<file path="src/rtl/sr_share_ctrl.sv">
// Two-requester front end for one serial-out shift register: round-robin grant,
// parallel load, WIDTH-bit serial shift, then a one-cycle done pulse.
module sr_share_ctrl #(
    parameter int unsigned WIDTH   = 5,
    parameter bit          MSB_1ST = 1'b0
) (
    input  logic             clk,
    input  logic             rst,
    input  logic [1:0]       req,
    input  logic [WIDTH-1:0] data0,
    input  logic [WIDTH-1:0] data1,
    output logic [1:0]       gnt,
    output logic             busy,
    output logic             SO,
    output logic             so_valid,
    output logic             done,
    output logic             done_id
);

    localparam int unsigned CW = $clog2(WIDTH);

    typedef enum logic [1:0] {
        IDLE  = 2'd0,
        SHIFT = 2'd1,
        DONE  = 2'd2
    } state_t;

    state_t           state;
    logic [WIDTH-1:0] sr;
    logic [CW-1:0]    count;
    logic             last;
    logic             win;

    logic             win_c;
    logic [WIDTH-1:0] word_c;
    logic [WIDTH-1:0] sr_shift_c;
    logic             first_bit_c;
    logic             next_bit_c;

    // Arbitration, load word selection and shift datapath
    always_comb begin
        win_c       = (req == 2'b11) ? ~last : req[1];
        word_c      = win_c ? data1 : data0;
        sr_shift_c  = MSB_1ST ? {sr[WIDTH-2:0], 1'b0} : {1'b0, sr[WIDTH-1:1]};
        first_bit_c = MSB_1ST ? word_c[WIDTH-1] : word_c[0];
        next_bit_c  = MSB_1ST ? sr[WIDTH-2] : sr[1];
    end

    // SO is registered one bit ahead so it always matches the bit the SR exposes
    always_ff @(posedge clk or posedge rst) begin
        if (rst) begin
            state    <= IDLE;
            sr       <= '0;
            count    <= '0;
            last     <= 1'b1;
            win      <= 1'b0;
            gnt      <= 2'b00;
            busy     <= 1'b0;
            SO       <= 1'b0;
            so_valid <= 1'b0;
            done     <= 1'b0;
            done_id  <= 1'b0;
        end else begin
            case (state)
                IDLE: begin
                    if (req != 2'b00) begin
                        sr       <= word_c;
                        win      <= win_c;
                        gnt      <= win_c ? 2'b10 : 2'b01;
                        count    <= CW'(WIDTH - 1);
                        busy     <= 1'b1;
                        so_valid <= 1'b1;
                        SO       <= first_bit_c;
                        state    <= SHIFT;
                    end
                end
                SHIFT: begin
                    sr    <= sr_shift_c;
                    count <= count - CW'(1);
                    if (count == '0) begin
                        so_valid <= 1'b0;
                        SO       <= 1'b0;
                        done     <= 1'b1;
                        done_id  <= win;
                        state    <= DONE;
                    end else begin
                        SO <= next_bit_c;
                    end
                end
                DONE: begin
                    done    <= 1'b0;
                    done_id <= 1'b0;
                    last    <= win;
                    gnt     <= 2'b00;
                    busy    <= 1'b0;
                    state   <= IDLE;
                end
                default: begin
                    state <= IDLE;
                end
            endcase
        end
    end

endmodule

</file>
<file path="config.mk">
export PLATFORM = sky130hd
export DESIGN_NAME = sr_share_ctrl
export DESIGN_NICKNAME = d
export VERILOG_FILES = /design/src/rtl/sr_share_ctrl.sv
export SDC_FILE = /design/constraint.sdc
export NUM_CORES = 1
export LEC_CHECK = 0
export ABC_AREA = 1
export CORE_MARGIN = 3
export CORE_UTILIZATION = 49
export DETAILED_ROUTE_END_ITERATION = 10
export PLACE_DENSITY = 0.78
export SLEW_MARGIN = 20
export SYNTH_ARGS = -nofsm -noshare
export SYNTH_HDL_FRONTEND = slang
export SYNTH_SLANG_ARGS = --single-unit
</file>
<file path="constraint.sdc">
create_clock -name clk -period 1.4 [get_ports clk]
set_clock_uncertainty 0.1 [all_clocks]
set_input_delay 0.21 -clock clk [delete_from_list [all_inputs] [get_ports clk]]
set_output_delay 0.21 -clock clk [all_outputs]
set_load 0.01 [all_outputs]
</file>
### After elaboration in Yosys (flattened, before gate mapping)

Index checks and enable logic that the tools add are counted.

| operators by class | value |
|---|---|
| reductions and logical operators | 12 |
| add/sub/neg operators | 1 |
| eq/ne operators | 5 |
| muxes and demuxes | 23 |
| bitwise logic cells | 1 |

Operators with widths:

| cell | count |
|---|---|
| 5-bit two-way mux | 2 |
| 1-bit case mux with 2 select lines | 5 |
| 5-bit case mux with 2 select lines | 1 |
| 2-bit AND reduction | 5 |
| 2-bit two-way mux | 4 |
| 2-bit case mux with 2 select lines | 2 |
| 2-bit nonzero test | 4 |
| 1-bit two-way mux | 7 |
| 3-bit case mux with 2 select lines | 1 |
| 2-bit equality test, second input constant | 2 |
| 2-bit inequality test, second input constant | 2 |
| 3-bit zero test | 1 |
| 3-bit two-way mux | 1 |
| 3-bit AND reduction | 1 |
| 3-bit by 1-bit subtractor with 3-bit output, second input constant | 1 |
| 2-bit by 1-bit equality test with 1-bit output, second input constant | 1 |
| 2-bit zero test | 1 |
| 1-bit NOT | 1 |

| word-level totals | value |
|---|---|
| logic and storage cells | 53 |
| bits in registers | 19 |
| output and inout port bits | 7 |
| input port bits | 14 |

### Logic depth before layout (Yosys ltp)

| depth | value |
|---|---|
| depth in word-level cells | 5 |
| mapped depth | 7 |

### Worst setup path after synthesis

Ideal clock, no wire load.

| timing | value |
|---|---|
| kind | flip-flop to flip-flop |
| start | register count[0] |
| end | register done_id |
| cell stages (with the launch flop) | 8 |
| required time | 1.174 ns |
| path slack | 0.198 ns |
| clock period less this slack | 1.202 ns |
| library setup time | 0.126 ns |
| buffers on the path | 0 |
| arrival | 0.976 ns |
| cell sequence | dfrtp_1 -> inv_1 -> ha_1 -> inv_1 -> nor2_1 -> nand2_1 -> nand3_1 -> o21ai_0 |

| on the way | value |
|---|---|
| word-level cells in the longest chain between the ends | 3 |

Ends and longest elaborated chain:

| element | line | text |
|---|---|---|
| from (decl) | 30 | `logic [CW-1:0] count;` |
| from (signal assigned) | 70 | `count <= CW'(WIDTH - 1);` |
| from (signal assigned) | 79 | `count <= count - CW'(1);` |
| 3-bit zero test | 80 | `if (count == '0) begin` |
| 2-bit inequality test (no line) | n/a |  |
| 2-bit AND reduction (no line) | n/a |  |
| to (signal assigned) | 84 | `done_id <= win;` |
| to (decl) | 17 | `output logic done_id` |

No other way between the ends.
A chain may end at the register's enable or synchronous reset.

### Final worst setup path

| timing | value |
|---|---|
| start | register gnt[0] |
| end | output gnt[0] |

RTL lines:

| element | line | text |
|---|---|---|
| from (decl) | 12 | `output logic [1:0] gnt,` |
| from (signal assigned) | 69 | `gnt <= win_c ? 2'b10 : 2'b01;` |

No word-level cell between the ends.

==> results.md <==
* Status: completed
* Ys Warns at 0
* Synthesized area per cell at 8.58 sq um
* CTS Buffer Depth at 2
* Die Y-Extent at 50.5 microns
* IO Pins at 21
* Pleak at 0.647 nW
* Wire per inst at 11.7 microns
* Crit Path Class: reg2out
* Die X at 50.5 microns
* Initial DRC count at 11
* Peak VDD IR at 0.942 mV
* Fillcell total at 158
* Pin count of the biggest net entering global routing at 19
* CTS buffer count at 3
* Sum Neg Setup Slack at 0 ns
* NumNets Final at 154
* Diode count at 0
* Largest delay contributor family on the critical path: flip-flops
* Slew Viols, Final at 0
* Layout cells sized above 1 at 0.212
* Post-Syn Instances at 113
* Non-filler instance count after layout at 162
* Initial DRT Pass Iterations at 2
* Post-Syn Area at 970 sq um
* Root Buffer Master: clkbuf_4
* First-pass GRT wire length at 3380 microns
* Seq/Total Area, Yosys at 0.466
* DIE AREA at 0.00255 sq mm
* Bufs and invs on worst path at 1
* Largest cells by area after synthesis: dfrtp_1 (44%), nand2_1 (8.9%), nand3_1 (8.8%)
* Final Setup Violations at 0
* RSZ-0062 raised after global routing: no
* Final ANT Viol Nets at 0
* Remaining Overflow, GRT at 0
* Row count at 15
* Via count at 795
* Origin of the critical flop-to-flop path: count[0]
* Inst Count DP at 158
* H-Tree Depth at 1
* PwrDens at 1970 mW/mm^2
* Hold Crit Class: in2async
* Worst-margin pin slew at 0.280 ns
* Critical Path Start: gnt[0]
* GPL Wtd Cong at 0.733
* Tmin final at 1.31 ns
* Fmax achieved at 764 MHz
* Core area at 0.00180 sq mm
* Fin. Hold Viols at 0
* Reg2Reg Setup Slack at 0.13 ns
* Max Cap Viol at 0
* Fin crit share at 0.935
* Yosys top cell area share at 0.439
* Hold buffer count at CTS at 0
* Worst r2r path cells at 7
* Startpoint types: register
* Sink Count at 18
* Synth-to-Final Area Change at 27.0%
* Worst stage delay on the critical path at 0.41 ns
* Area leader, netlist: dfrtp_1
* GRT Overall Usage at 0.180
* Syn Nets at 129
* Post-synth cell types at 18
* Hpwl dp at 1500 microns
* Via density at 4.91
* Vias in the first global route at 746
* Worst path depth at 1
* Crit Path Max Fanout at 2
* Total power at 2.42 mW
* Crit path to: gnt[0]
* IO buf count at 20
* Clk slew on worst S/H paths at 0.10 ns
* Initial core utilization at 0.538
* Synthesized flop and latch total at 18
* CP required at 1.09 ns
* Initial antenna violation count at 0
* DR DRC count at 0
* CTS tree: done
* Clock latency on the worst-skew pair at 0.29 ns
* Critical path cell sequence: dlygate4sd2_1
* CP max-delay cell: dfrtp_1
* Worst slew margin at 0.813
* R2r endpoint: done_id
* Critical path arrival at 1.00 ns
* Routed WL at 1900 microns
* # Post-CTS Setup Buffers at 0
* Crit. End Element: output port
* Post-Route Utilization at 0.683
metal layers:
| layer | vias to the layer above | wire length, microns | track usage |
|---|---|---|---|
| met5 | - | 0 | 0 |
| met4 | 0 | 38 | 0.0807 |
| met3 | 5 | 66 | 0.0178 |
| met2 | 17 | 994 | 0.304 |
| met1 | 374 | 800 | 0.230 |
| li1 | 399 | - | - |
Yosys cell counts:
library cell / n
buf_6: 2
buf_4: 1
o21bai_1: 1
o21ai_1: 1
dfrtp_1: 17
inv_1: 19
o21ai_0: 6
ha_1: 2
nand3_2: 8
nor2_8: 1
nor2_4: 1
dfstp_2: 1
nand2_4: 1
nor2_1: 5
nand3_1: 17
nand2_2: 4
inv_2: 3
nand2_1: 23
tightest hold or removal path, delay by kind of cell:
kind	cells	cell delay (ns)
buf+inv	3	0.68
power by group:
group          switching, mW  leakage, nW  internal, mW  total [mW]
registers              0.162        0.216         0.778       0.941
clock network          0.162       0.0210         0.159       0.321
logic                  0.698        0.410         0.464        1.16
total                   1.02        0.647          1.40        2.42
through the flow:
step	hold slack, ns	instance area [sq um]	setup slack (ns)
after floorplan	0.0478	970	0.198
after global routing	0.166	1230	0.0214
after global placement	0.363	1190	-0.0730
after CTS	0.121	1220	0.0110
after detailed placement	0.369	1190	-0.139
final	0.115	1230	0.0909
area by class of cell:
| class | instances | area (sq um) | area share |
|---|---|---|---|
| inverter | 22 | 82.6 | 0.0671 |
| multi-input combinational | 70 | 415 | 0.337 |
| tap | 25 | 31.3 | 0.0254 |
| clock buffer | 4 | 36.3 | 0.0295 |
| timing repair buffer | 23 | 214 | 0.174 |
| sequential | 18 | 452 | 0.367 |
layout by cell type (no fill, tap or decap):
master	Yosys	layout
nand3_2	8	8
o21bai_1	1	1
nor2_1	5	4
nand3_1	17	17
clkdlybuf4s50_1	0	13
nand2_4	1	1
inv_2	3	4
o21ai_0	6	6
dlygate4sd2_1	0	7
nor2_8	1	1
dfrtp_1	17	17
nand2_1	23	22
dfstp_2	1	1
clkbuf_4	0	3
o21ai_1	1	1
nor2_4	1	2
buf_4	1	3
ha_1	2	2
nand2_2	4	5
inv_1	19	18
clkbuf_8	0	1
worst min path at each step:
stage / cells after the start / slack [ns] / from / to
final: 3 / 0.12 / rst / done
after CTS: 3 / 0.12 / rst / state[0]
after floorplan: 1 / 0.05 / rst / SO
after global placement: 2 / 0.36 / done / done
after detailed placement: 2 / 0.37 / so_valid / so_valid
after global routing: 3 / 0.17 / rst / done_id
cells by family after synthesis:
| logic type | Yosys count | synth area share |
|---|---|---|
| buf+inv | 25 | 0.116 |
| compound gates | 8 | 0.0439 |
| flops | 18 | 0.466 |
| simple gates | 60 | 0.348 |
| fa+ha+maj | 2 | 0.0258 |
sequential cells by signal, summed over array words and instances (netlist names), 2 cells and up:
register	cells
count	3
gnt	2
sr	4
state	2
repair_timing:
item                                   CTS  global route
gates cloned                             0             0
endpoints found under the hold margin    0             0
setup endpoints to repair                8             3
resized for setup                        8             3
No activity file was read; power rests on OpenSTA's default activity.
